===== config.mk =====
export PLATFORM = sky130hd
export DESIGN_NAME = stopwatch_ctrl
export DESIGN_NICKNAME = d
export VERILOG_FILES = /design/src/rtl/stopwatch_pkg.sv /design/src/rtl/bcd_digit_cnt.sv /design/src/rtl/stopwatch_ctrl.sv
export SDC_FILE = /design/constraint.sdc
export NUM_CORES = 1
export LEC_CHECK = 0
export CAP_MARGIN = 20
export CORE_UTILIZATION = 35
export CTS_CLUSTER_DIAMETER = 200
export DETAILED_ROUTE_END_ITERATION = 10
export HOLD_SLACK_MARGIN = 0.12
export SLEW_MARGIN = 10
export SYNTH_ARGS = -nofsm -noshare
export SYNTH_HDL_FRONTEND = slang
export SYNTH_SLANG_ARGS = --single-unit

===== constraint.sdc =====
create_clock -name clk -period 2.4 [get_ports clk]
set_input_delay 0.48 -clock clk [delete_from_list [all_inputs] [get_ports clk]]
set_output_delay 0.48 -clock clk [all_outputs]
set_load 0.005 [all_outputs]

===== src/rtl/stopwatch_pkg.sv =====
// Shared types and constants for the stopwatch core: FSM state encoding
// and BCD digit limits used by the digit counters.
package stopwatch_pkg;

    typedef enum logic [1:0] {
        IDLE = 2'd0,
        RUN  = 2'd1,
        STOP = 2'd2
    } state_t;

    localparam int             BCD_W        = 4;
    localparam logic [BCD_W-1:0] DIG_MAX_TENS = 4'd5;
    localparam logic [BCD_W-1:0] DIG_MAX_DEC  = 4'd9;

endpackage


===== src/rtl/bcd_digit_cnt.sv =====
// One stage of the cascaded BCD counter. Counts 0..MAX on each enable and
// raises carry in the same cycle it wraps, so the next stage advances on
// the same clock edge. A synchronous clear zeroes the digit and wins over
// the enable.
module bcd_digit_cnt
    import stopwatch_pkg::*;
#(
    parameter logic [BCD_W-1:0] MAX = DIG_MAX_DEC
) (
    input  logic             clk,
    input  logic             rst_n,
    input  logic             clr,
    input  logic             en,
    output logic [BCD_W-1:0] digit,
    output logic             carry
);

    assign carry = en && (digit == MAX);

    // Digit register: clear has priority, otherwise step and wrap at MAX.
    always_ff @(posedge clk or negedge rst_n) begin
        if (!rst_n) begin
            digit <= '0;
        end else if (clr) begin
            digit <= '0;
        end else if (en) begin
            if (digit == MAX) begin
                digit <= '0;
            end else begin
                digit <= digit + BCD_W'(1);
            end
        end
    end

endmodule


===== src/rtl/stopwatch_ctrl.sv =====
// Stopwatch core: button synchronisers with falling-edge detection, an
// IDLE/RUN/STOP control FSM, a 1/100 s divider and four cascaded BCD
// digits (00.00 .. 59.99).
// Optional lap display is enabled by defining STOPWATCH_LAP_EN; without it
// lap_n is ignored and the digit outputs are always live.
module stopwatch_ctrl
    import stopwatch_pkg::*;
#(
    parameter int               DIV_W    = 19,
    parameter logic [DIV_W-1:0] DIV_TERM = 19'd499999
) (
    input  logic       clk,
    input  logic       rst_n,
    input  logic       strt_stp_n,
    input  logic       clr_n,
    input  logic       lap_n,
    output logic [3:0] dig0,
    output logic [3:0] dig1,
    output logic [3:0] dig2,
    output logic [3:0] dig3,
    output logic       hundrethSec,
    output logic       running
);

    logic [1:0]       btn_sync1;
    logic [1:0]       btn_sync2;
    logic [1:0]       btn_prev;
    logic             strt_press;
    logic             clr_press;

    state_t           state_q;
    state_t           state_d;

    logic [DIV_W-1:0] divcnt;
    logic             tick;

    logic [BCD_W-1:0] live0;
    logic [BCD_W-1:0] live1;
    logic [BCD_W-1:0] live2;
    logic [BCD_W-1:0] live3;
    logic             carry0;
    logic             carry1;
    logic             carry2;
    logic             carry3_unused;

    // Two-flop synchroniser plus a previous-value flop for start/stop (bit 0)
    // and clear (bit 1); all preset to the released level.
    always_ff @(posedge clk or negedge rst_n) begin
        if (!rst_n) begin
            btn_sync1 <= 2'b11;
            btn_sync2 <= 2'b11;
            btn_prev  <= 2'b11;
        end else begin
            btn_sync1 <= {clr_n, strt_stp_n};
            btn_sync2 <= btn_sync1;
            btn_prev  <= btn_sync2;
        end
    end

    assign strt_press = !btn_sync2[0] && btn_prev[0];
    assign clr_press  = !btn_sync2[1] && btn_prev[1];

    // Control state register.
    always_ff @(posedge clk or negedge rst_n) begin
        if (!rst_n) begin
            state_q <= IDLE;
        end else begin
            state_q <= state_d;
        end
    end

    // Next-state logic: clear beats start/stop, start/stop toggles run.
    always_comb begin
        state_d = state_q;
        if (clr_press) begin
            state_d = IDLE;
        end else if (strt_press) begin
            case (state_q)
                IDLE:    state_d = RUN;
                RUN:     state_d = STOP;
                STOP:    state_d = RUN;
                default: state_d = IDLE;
            endcase
        end
    end

    assign tick        = (state_q == RUN) && (divcnt == DIV_TERM);
    assign hundrethSec = tick;
    assign running     = (state_q == RUN);

    // Divider: counts in RUN, holds the partial period in STOP, idles at 0.
    always_ff @(posedge clk or negedge rst_n) begin
        if (!rst_n) begin
            divcnt <= '0;
        end else if (clr_press) begin
            divcnt <= '0;
        end else begin
            case (state_q)
                RUN:     divcnt <= tick ? '0 : divcnt + DIV_W'(1);
                STOP:    divcnt <= divcnt;
                default: divcnt <= '0;
            endcase
        end
    end

    bcd_digit_cnt #(.MAX(DIG_MAX_DEC)) u_hundredths (
        .clk   (clk),
        .rst_n (rst_n),
        .clr   (clr_press),
        .en    (tick),
        .digit (live0),
        .carry (carry0)
    );

    bcd_digit_cnt #(.MAX(DIG_MAX_DEC)) u_tenths (
        .clk   (clk),
        .rst_n (rst_n),
        .clr   (clr_press),
        .en    (carry0),
        .digit (live1),
        .carry (carry1)
    );

    bcd_digit_cnt #(.MAX(DIG_MAX_DEC)) u_sec_ones (
        .clk   (clk),
        .rst_n (rst_n),
        .clr   (clr_press),
        .en    (carry1),
        .digit (live2),
        .carry (carry2)
    );

    bcd_digit_cnt #(.MAX(DIG_MAX_TENS)) u_sec_tens (
        .clk   (clk),
        .rst_n (rst_n),
        .clr   (clr_press),
        .en    (carry2),
        .digit (live3),
        .carry (carry3_unused)
    );

`ifdef STOPWATCH_LAP_EN
    logic                 lap_sync1;
    logic                 lap_sync2;
    logic                 lap_prev;
    logic                 lap_press;
    logic                 lap_hold;
    logic [4*BCD_W-1:0]   lap_snap;

    // Lap button synchroniser and edge flop, preset to released.
    always_ff @(posedge clk or negedge rst_n) begin
        if (!rst_n) begin
            lap_sync1 <= 1'b1;
            lap_sync2 <= 1'b1;
            lap_prev  <= 1'b1;
        end else begin
            lap_sync1 <= lap_n;
            lap_sync2 <= lap_sync1;
            lap_prev  <= lap_sync2;
        end
    end

    assign lap_press = !lap_sync2 && lap_prev;

    // Lap hold toggles only while running; entering hold snapshots the
    // live count, and clear always returns to the live display.
    always_ff @(posedge clk or negedge rst_n) begin
        if (!rst_n) begin
            lap_hold <= 1'b0;
            lap_snap <= '0;
        end else if (clr_press) begin
            lap_hold <= 1'b0;
        end else if (lap_press && (state_q == RUN)) begin
            lap_hold <= !lap_hold;
            if (!lap_hold) begin
                lap_snap <= {live3, live2, live1, live0};
            end
        end
    end

    assign dig0 = lap_hold ? lap_snap[3:0]   : live0;
    assign dig1 = lap_hold ? lap_snap[7:4]   : live1;
    assign dig2 = lap_hold ? lap_snap[11:8]  : live2;
    assign dig3 = lap_hold ? lap_snap[15:12] : live3;
`else
    logic lap_unused;

    assign lap_unused = lap_n;
    assign dig0       = live0;
    assign dig1       = live1;
    assign dig2       = live2;
    assign dig3       = live3;
`endif

endmodule


* Yosys cells after proc, flatten, opt, wreduce, memory -nomap -nowiden *
Cells that the tools add are included.
Widths: inputs -> output; s select.

word-level totals
  register bits after elaboration = 43
  latch bits = 0
  RAM bits = 0
  ROM bits = 0
  logic and storage cells = 55
  memories kept = 0

operators by class
  $add $sub $neg = 5
  multiply operators = 0
  divide/modulo/power cells = 0
  $lt $le $gt $ge = 0
  eq/ne operators = 8
  shifts and indexed selects = 0
  multiplexer cells = 18
  bitwise gates (word level) = 0
  reductions and logical operators = 15

operator list
  kind                   number
  $mux 4                 12
  $mux 19                2
  $pmux 19 s2            1
  $add 19x1->19 const B  1
  $eq 19x19->1 const B   1
  $add 4x1->4 const B    4
  $eq 4x4->1 const B     3
  $reduce_bool 2->1      5
  $logic_and 1x1->1      6
  $eq 4x3->1 const B     1
  $mux 2                 2
  $pmux 2 s2             1
  $eq 2x1->1 const B     1
  $eq 2x2->1 const B     1
  $logic_not 1->1        2
  $logic_not 2->1        1
  $ne 2x2->1 const B     1
  $reduce_or 2->1        1

* Longest topological paths before layout *
Gate-level depths: netlist of run 1.

  depth after elaboration = 7
  mapped depth = 8
  gate-level depth less buffers = 7

* Modules after synthesis *
From an unflattened synthesis of run 1, not the netlist that was laid out.

unflattened totals
  cell total of the unflattened synthesis = 246
  area total of the unflattened synthesis = 2,334.7 um^2

modules (own cells, without submodules)
  module                            instances  cells each  area an instance (um^2)  seq. area each (um^2)
  stopwatch_ctrl                    1          145         1,380.1                  683.2
  bcd_digit_cnt (u_hundredths ...)  3          26          241.5                    100.1
  bcd_digit_cnt (u_sec_tens)        1          23          230.2                    100.1

* Worst setup path before layout of run 1 *
OpenSTA, ideal clock, no wires.

  kind = reg2reg
  start point = reg divcnt[14]
  end point = reg u_sec_ones.digit[2]
  arrival = 1.734 ns
  required time = 2.322 ns
  setup slack = 0.588 ns
  stages on the path, launching flop included = 6
  path buffers = 0
  period minus slack after synthesis = 1.812 ns
  cell sequence = dfrtp_1 -> nand4b_1 -> nor4b_4 -> nand4_2 -> or4b_1 -> a21oi_1

between the ends
  cells in the longest elaborated chain, start to end = 5

ends and longest elaborated chain
  element                         line                   text
  start: declaration              stopwatch_ctrl.sv:34   logic [DIV_W-1:0] divcnt;
  start signal: assignment        stopwatch_ctrl.sv:99   RUN: divcnt <= tick ? '0 : divcnt + DIV_W'(1);
  start signal: assignment        stopwatch_ctrl.sv:100  STOP: divcnt <= divcnt;
  $eq 19x19->1                    stopwatch_ctrl.sv:87   assign tick = (state_q == RUN) && (divcnt == DIV_TERM);
  $logic_and 1x1->1               stopwatch_ctrl.sv:87
  $logic_and 1x1->1 (2 in a row)  bcd_digit_cnt.sv:18    assign carry = en && (digit == MAX);
  $reduce_bool 2->1 (no line)     n/a
  end signal: assignment          bcd_digit_cnt.sv:30    digit <= digit + BCD_W'(1);
  end: declaration                bcd_digit_cnt.sv:14    output logic [BCD_W-1:0] digit,

Every way passes these cells.
A chain may end at the register's enable or synchronous reset.

* Worst setup path after layout of run 1 *
  start point = reg divcnt[14]
  end point = out hundrethSec

between the ends
  cells in the longest elaborated chain, start to end = 2

ends and longest elaborated chain
  element            line                  text
  $eq 19x19->1       stopwatch_ctrl.sv:87
  $logic_and 1x1->1  stopwatch_ctrl.sv:87
  end: declaration   stopwatch_ctrl.sv:21  output logic hundrethSec,

Every way passes these cells.

==> flow_summary.yaml, run 1 <==
timing:
  worst_pin_slew_ns: 0.553
  period_minus_slack_ns: 2.16
  report.final.slew_viol_count: 0
  rsz0062_at_grt: "no"
  timing.final.hold_violations: 0
  setup_viol: 0
  fmax_ghz: 0.464
  setup_tns_ns: 0
  clock_skew_ns: 0.0111
  slew_headroom_pct: 63.0
  fin_crit_sh_pct: 89.9
grt:
  grt_usage_pct: 15.9
  grt_pass1_vias: 1740
  grt.overflow.total: 0
  grt_pass1_wl_um: 8160
  antenna_found_initial: 0
  grt_max_degree: 24
cts:
  cts_tree: "built"
  clock_latency_ns: 0.30
  cts.clk_slew.worst_paths_ns: 0.09
  cts_buffers: 5
  root_buffer: "clkbuf_8"
  clk_path_buf_depth: 2
  clock-sinks: 43
  cts_max_level: 2
detailed_routing:
  drc_errors: 0
  via_count: 1828
  antenna_left: 0
  finalWirelength_um: 4740
  routedWlPerCell_um: 13.8
  first_iter_violations: 123
  viasPerCell: 5.31
  firstDrtPassIters: 4
die:
  core_area_um2: 6100
  die_area_um2: 6800
  dieWidth_um: 82.4
  num_rows: 28
  ios: 23
  initial_core_util_pct: 37.2
  chipHeight_um: 82.4
final_layout:
  n_antenna_cell: 0
  final_nets: 282
  layout_common_cells: "36 x dfrtp_1, 28 x nand2_1, 20 x nor2_1, 19 x clkdlybuf4s50_1, 16 x nand3_1"
  syn2layout_area_growth_pct: 21.4
  layout_commonest_cell: "dfrtp_1"
  drive_gt1_share_pct: 12.3
setup_path:
  critPathTopFamily: "simple AND/OR/NAND/NOR gates"
  crit_type: "reg -> out"
  required_ns: 1.92
  worstPathCellList: "nand4b_1 > nor4b_4 > and4b_1 > dlygate4sd2_1"
  critPathMaxStageDelay_ns: 0.39
  cp-start-kind: "flip-flop"
  arrival_ns: 1.68
  slowest_stage: "dfrtp_1"
  worstPathMaxFanout: 2
  crit_path_end_kind: "output port"
  crit_path_start: "divcnt[14]"
  worstReg2RegStart: "divcnt[5]"
  crit_buf_inv: 1
power_and_ir_drop:
  ir_worst_vdd_uv: 243
  leakage_nw: 1.14
  p_total_w: 0.00142
  power_density_nw_per_um2: 517
place:
  port_buffers: 21
  gp_congestion: 0.832
  hpwl_um: 3440
logic_synthesis:
  ys_seq_area_share_pct: 47.8
  ys_async_sr_fraction_pct: 100
  ys_warn_count: 0
  synth_edf_count: 0
  syn_area_per_cell_um2: 9.72
  synth_nets: 247
  syn-cell-area_um2: 2260
  ys_seq_elements: 43
  ys.flop_type: "dfrtp_1"
  synth_cell_types: 47
  netlist_instances: 233
job:
  cap_violations: 0
worst_hold_path:
  hold_class: "in -> async"
outcome:
  status: "finished clean"
[registers in the layout, indices dropped and copies added (netlist names)]
name	count
state_q	2
u_tenths.digit	4
divcnt	19
btn_prev	2
u_hundredths.digit	4
btn_sync2	2
u_sec_tens.digit	4
u_sec_ones.digit	4
btn_sync1	2
[worst reg2reg max path: stages, from the launching register on]
cell	delay [ns]
dfrtp_1	0.44
nor4bb_1	0.35
and4bb_2	0.34
nand4_2	0.22
or4b_1	0.52
a21oi_1	0.14
[what timing repair did]
action                     CTS  global route
buffers inserted             3             0
hold endpoints to repair     0             0
setup endpoints to repair    1             0
gates resized for setup      3             0
hold buffers                 0             0
[Yosys cell counts (all sizes together) (2+ instances only)]
cell	number	area, um^2
a21oi	13	65.1
a22o	2	17.5
a31oi	3	18.8
and3	3	18.8
and4	2	17.5
and4b	2	20.0
clkbuf	4	15.0
dfrtp	37	926
dfstp	6	158
ha	9	113
inv	8	30.0
mux2i	2	20.0
nand2	28	105
nand2b	4	25.0
nand3	16	80.1
nand4	5	37.5
nor2	20	75.1
nor2b	6	37.5
nor3	3	15.0
nor4	2	12.5
o211ai	8	60.1
o21ai	7	35.0
o31ai	2	15.0
or3	8	50.1
xnor2	5	43.8
xor2	8	70.1
[power by group]
group	internal, W	switching (W)
clock	0.000263	0.000247
combinational	0.0000620	0.0000881
sequential	0.000746	0.0000162
[path summary, 6_finish.rpt]
path                                       end  slack [ns]  cells after the start
max reg2reg                u_sec_ones.digit[2]        0.33                      5
max                                hundrethSec        0.24                      4
min                        u_sec_ones.digit[3]        0.14                      1
min in group clk                  btn_sync2[1]        0.36                      0
min reg2reg                       btn_sync2[1]        0.36                      0
max in group asynchronous         btn_sync2[0]        1.68                      2
[cell type report]
type | count | area [um^2]
Sequential cell | 43 | 1080
Tap cell | 75 | 93.8
Timing Repair Buffer | 33 | 307
Multi-Input combinational cell | 177 | 1130
Clock buffer | 8 | 100
Fill cell | 583 | 3350
Inverter | 8 | 30.0
[kinds of logic after synthesis]
kind of cell | after synthesis | share of synthesized area [%]
simple gates | 110 | 26.7
buf+inv | 13 | 2.21
mux | 3 | 1.38
xor+xnor | 13 | 5.03
fa+ha+maj | 9 | 4.97
flops | 43 | 47.8
compound gates | 42 | 11.8
[routing by layer]
layer	track usage, %	up-vias	wire length, um
met1	22.6	881	2460
met4	6.32	0	59
met3	2.97	7	141
met2	23.8	36	2080
li1	-	904	-
met5	0	-	0
[per-stage QoR]
step | setup slack (ns) | util [%] | cells | cell area (um^2) | hold WS [ns]
global placement | 0.211 | 43.0 | 333 | 2620 | 0.346
finish | 0.244 | 45.1 | 344 | 2750 | 0.144
CTS | 0.225 | 45.1 | 344 | 2750 | 0.159
global route | 0.139 | 45.1 | 344 | 2750 | 0.180
floorplan | 0.588 | - | 233 | 2260 | 0.184
detailed placement | 0.185 | 43.0 | 333 | 2620 | 0.347
Note: power is estimated with default switching activity, not from simulation.
==> run 2, diff against run 1 <==
--- a/config.mk
+++ b/config.mk
@@ -10,6 +10,7 @@
 export CTS_CLUSTER_DIAMETER = 200
 export DETAILED_ROUTE_END_ITERATION = 10
 export HOLD_SLACK_MARGIN = 0.12
+export SKIP_LAST_GASP = 1
 export SLEW_MARGIN = 10
 export SYNTH_ARGS = -nofsm -noshare
 export SYNTH_HDL_FRONTEND = slang
==> constraint.sdc (replaced) <==
create_clock -name clk -period 2.4 [get_ports clk]
set_input_delay 0.36 -clock clk [delete_from_list [all_inputs] [get_ports clk]]
set_output_delay 0.36 -clock clk [all_outputs]
set_load 0.005 [all_outputs]
==> flow_summary.yaml, run 2 (same netlist as run 1, synthesis figures left out) <==
detailed_routing:
  via_count: 1824
  finalWirelength_um: 4680
  viasPerCell: 5.29
  antenna_left: 0
  drc_errors: 0
  first_iter_violations: 77
  firstDrtPassIters: 4
  routedWlPerCell_um: 13.6
timing:
  timing.final.hold_violations: 0
  timing.hold.ws_ns: 0.358
  setup_tns_ns: 0
  report.final.slew_viol_count: 0
  slew_headroom_pct: 63.2
  rsz0062_at_grt: "no"
  clock_skew_ns: 0.00533
  worst_pin_slew_ns: 0.550
  fmax_ghz: 0.437
  fin_crit_sh_pct: 95.3
  period_minus_slack_ns: 2.29
  setup_viol: 0
cts:
  cts_tree: "built"
  clock-sinks: 43
  cts.clk_slew.worst_paths_ns: 0.08
  clk_path_buf_depth: 2
  root_buffer: "clkbuf_8"
  cts_buffers: 5
  clock_latency_ns: 0.29
  cts_max_level: 2
die:
  core_area_um2: 6100
  dieWidth_um: 82.4
  initial_core_util_pct: 37.2
  num_rows: 28
  die_area_um2: 6800
  ios: 23
  chipHeight_um: 82.4
grt:
  grt_pass1_wl_um: 8030
  grt_pass1_vias: 1674
  grt_usage_pct: 15.5
  grt.overflow.total: 0
  antenna_found_initial: 0
  grt_max_degree: 17
final_layout:
  largest_register_ffs: 19
  fin_cells: 345
  layout_commonest_cell: "dfrtp_1"
  seqCellArea_um2: 1080
  n_antenna_cell: 0
  fill_cells: 599
  regMostFlops: "divcnt"
  final_nets: 283
  syn2layout_area_growth_pct: 22.0
  multi_input_area_um2: 1130
  layout_common_cells: "36 x dfrtp_1, 28 x nand2_1, 20 x nor2_1, 20 x clkdlybuf4s50_1, 16 x nand3_1"
  drive_gt1_share_pct: 12.6
power_and_ir_drop:
  switchingPower_w: 0.000342
  p_comb_share_pct: 10.0
  swShare_pct: 23.0
  internal_power_w: 0.00114
  ir_worst_vdd_uv: 381
  clkPwrFrac_pct: 38.8
  leakage_nw: 1.14
  seqPwrFrac_pct: 51.1
  power_density_nw_per_um2: 538
setup_path:
  worstPathCellList: "and2b_2 > nor4b_4 > and4b_1 > clkdlybuf4s50_1"
  crit_buf_inv: 1
  crit_type: "reg -> out"
  critPathTopFamily: "simple AND/OR/NAND/NOR gates"
  arrival_ns: 1.93
  worstPathMaxFanout: 5
  slowest_stage: "clkdlybuf4s50_1"
  required_ns: 2.04
  crit_path_end_kind: "output port"
  critPathMaxStageDelay_ns: 0.50
  cp-start-kind: "flip-flop"
place:
  port_buffers: 21
  place_inst: 333
  hpwl_um: 3420
  gp_congestion: 0.781
worst_hold_path:
  hold_class: "reg -> reg"
job:
  cap_violations: 0
outcome:
  status: "finished clean"
==> run 2: path summary, 6_finish.rpt <==
kind	slack (ns)	depth (start not counted)	startpoint	end
max in group asynchronous	1.29	3	rst_n	btn_sync2[0]
min	0.36	0	btn_sync1[1]	btn_sync2[1]
min reg2reg	0.36	0	btn_sync1[1]	btn_sync2[1]
max	0.11	4	state_q[1]	hundrethSec
max reg2reg	0.32	5	divcnt[5]	u_sec_ones.digit[2]
min in group asynchronous	0.52	2	rst_n	u_sec_tens.digit[1]
==> run 2: repair_timing <==
item	4_1_cts	5_1_grt
hold buffers	1	0
pin swaps	0	1
endpoints found under the hold margin	11	0
resized for setup	1	1
endpoints found under the setup margin	1	1
buffers inserted	2	1
==> run 2: power groups by stage <==
| stage | combinational [W] | sequential [W] | clock (W) |
|---|---|---|---|
| after floorplan | 0.0000810 | 0.000771 | 0 |
| after global placement | 0.000144 | 0.000774 | 0 |
| after detailed placement | 0.000144 | 0.000774 | 0 |
| after CTS | 0.000147 | 0.000761 | 0.000598 |
| after global routing | 0.000167 | 0.000765 | 0.000628 |
| final | 0.000149 | 0.000760 | 0.000577 |
==> run 2: routing by layer <==
| metal | routed length (um) | up-vias | GRT usage [%] |
|---|---|---|---|
| met5 | 0 | - | 0 |
| met3 | 139 | 4 | 2.97 |
| met2 | 2110 | 31 | 23.7 |
| li1 | - | 902 | - |
| met1 | 2400 | 887 | 22.5 |
| met4 | 38 | 0 | 3.68 |
==> run 2: cell type report <==
class / instances / share of cell area (%)
Multi-Input combinational cell: 177 / 41.0
Sequential cell: 43 / 39.2
Timing Repair Buffer: 34 / 11.0
Tap cell: 75 / 3.40
Clock buffer: 6 / 2.99
Clock inverter: 2 / 1.27
Inverter: 8 / 1.09
==> run 2: worst reg2reg max path, stage by stage (launching register included) <==
cell,delay (ns)
dfrtp_1,0.44
nor4bb_1,0.37
and4bb_2,0.35
nand4_2,0.20
or4b_1,0.51
a21oi_1,0.14
==> run 2: per-stage QoR <==
step	worst slack, ns	area [um^2]	util (%)	power, W
global route	0.00136	2760	45.3	0.00156
finish	0.113	2760	45.3	0.00149
CTS	0.0422	2760	45.2	0.00151
detailed placement	0.307	2610	42.8	0.000918
floorplan	0.588	2260	-	0.000852
global placement	0.321	2610	42.8	0.000917
==> run 3, diff against run 2 <==
--- a/config.mk
+++ b/config.mk
@@ -10,6 +10,7 @@
 export CTS_CLUSTER_DIAMETER = 200
 export DETAILED_ROUTE_END_ITERATION = 10
 export HOLD_SLACK_MARGIN = 0.12
+export SETUP_SLACK_MARGIN = 0.1
 export SKIP_LAST_GASP = 1
 export SLEW_MARGIN = 10
 export SYNTH_ARGS = -nofsm -noshare
==> flow_summary.yaml, run 3 (same netlist as run 1, synthesis figures left out) <==
power_and_ir_drop:
  leakage_nw: 1.17
  ir_worst_vdd_uv: 382
  p_total_w: 0.00149
  power_density_nw_per_um2: 536
timing:
  setup_viol: 0
  report.final.slew_viol_count: 0
  rsz0062_at_grt: "yes"
  slew_headroom_pct: 63.1
  period_minus_slack_ns: 2.18
  fin_ws_ns: 0.218
  fin_crit_sh_pct: 90.9
  fmax_ghz: 0.458
  worst_pin_slew_ns: 0.551
  timing.final.hold_violations: 0
  setup_tns_ns: 0
  clock_skew_ns: 0.00466
detailed_routing:
  routedWlPerCell_um: 13.6
  drc_errors: 0
  viasPerCell: 5.25
  firstDrtPassIters: 4
  via_count: 1821
  first_iter_violations: 78
  antenna_left: 0
  finalWirelength_um: 4710
setup_path:
  worstPathMaxFanout: 8
  cp-start-kind: "flip-flop"
  required_ns: 2.58
  crit_type: "reg -> reg"
  worstReg2RegStart: "divcnt[14]"
  crit_path_end_kind: "flip-flop"
  reg2reg_depth: 9
  crit_path_start: "divcnt[14]"
  timing.reg2reg.setup_slack_ns: 0.22
  arrival_ns: 2.37
  rr_endpoint: "divcnt[10]"
worst_hold_path:
  hold_class: "reg -> reg"
  min_to: "btn_sync2[1]"
  holdPathStages: 0
  hp-start: "btn_sync1[1]"
grt:
  grt_pass1_wl_um: 8060
  grt_pass1_vias: 1684
  grt_usage_pct: 15.6
  antenna_found_initial: 0
  grt_max_degree: 17
  grt.overflow.total: 0
place:
  pre_cts_ws_ns: 0.307
  gp_congestion: 0.781
  place_inst: 333
  hpwl_um: 3420
  port_buffers: 21
outcome:
  status: "finished clean"
cts:
  cts.clk_slew.worst_paths_ns: 0.08
  clock-sinks: 43
  clk_path_buf_depth: 2
  clock_latency_ns: 0.29
  cts_tree: "built"
  cts_max_level: 2
  cts_buffers: 5
  root_buffer: "clkbuf_8"
final_layout:
  fill_cells: 598
  fin_cells: 347
  largest_register_ffs: 19
  n_antenna_cell: 0
  regMostFlops: "divcnt"
  final_nets: 285
  layout_commonest_cell: "dfrtp_1"
  layout_common_cells: "36 x dfrtp_1, 28 x nand2_1, 20 x nor2_1, 19 x clkdlybuf4s50_1, 16 x nand3_1"
  drive_gt1_share_pct: 13.6
  syn2layout_area_growth_pct: 22.9
die:
  ios: 23
  dieWidth_um: 82.4
  core_area_um2: 6100
  chipHeight_um: 82.4
  die_area_um2: 6800
  initial_core_util_pct: 37.2
  num_rows: 28
job:
  cap_violations: 0
run 3: changes by cell type in the layout (fill, tap and decap cells not counted), sizes merged:
cell and delta:
buf +2, clkdlybuf4s50 -1, dlymetal6s2s +1
run 3: through the flow:
stage | instance area, um^2 | util (%) | hold WS [ns]
after detailed placement | 2610 | 42.8 | 0.294
final | 2780 | 45.7 | 0.358
after global placement | 2610 | 42.8 | 0.291
after global routing | 2780 | 45.7 | 0.369
after CTS | 2770 | 45.5 | 0.359
after floorplan | 2260 | - | 0.0644
run 3: worst max path at each step:
stage	slack [ns]	to
6_report	0.22	divcnt[10]
5_1_grt	0.04	divcnt[10]
4_1_cts	0.11	hundrethSec
3_5_place_dp	0.31	divcnt[10]
3_3_place_gp	0.32	u_sec_ones.digit[2]
2_1_floorplan	0.59	u_sec_ones.digit[2]
run 3: layout make-up:
class | count | area (um^2) | share of cell area, %
clock buffers | 6 | 82.6 | 2.97
flip-flops and latches | 43 | 1080 | 39.0
multi-input cells | 177 | 1130 | 40.8
clock inverters | 2 | 35.0 | 1.26
repair buffers | 36 | 323 | 11.6
inverters | 8 | 30.0 | 1.08
well taps | 75 | 93.8 | 3.37
run 3: power breakdown:
group	switching, W	total, W	internal [W]
clock network	0.000243	0.000580	0.000337
logic	0.0000869	0.000150	0.0000632
registers	0.0000154	0.000761	0.000745
total	0.000345	0.00149	0.00115
run 3: worst max-delay path, stage by stage, from the launching register on:
cell and delay [ns]:
dfrtp_1 0.39, nand4b_1 0.24, nor4b_4 0.32, buf_4 0.15, buf_4 0.09, buf_4 0.12, nand2_1 0.14, o211ai_1 0.31
buf_4 0.26, nor2_1 0.06
run 3: layer usage:
layer  vias up  wire length, um  GRT usage [%]
met5         -                0              0
li1        906                -              -
met4         0               39           3.68
met3         4              143           2.97
met2        28             2120           23.9
met1       883             2410           22.6
run 3: what timing repair did:
action / in CTS / in global routing
pin swaps: 1 / 1
buffers inserted: 4 / 1
hold buffers: 1 / 0
gates resized for setup: 2 / 2
setup endpoints to repair: 1 / 1
endpoints found under the hold margin: 11 / 0
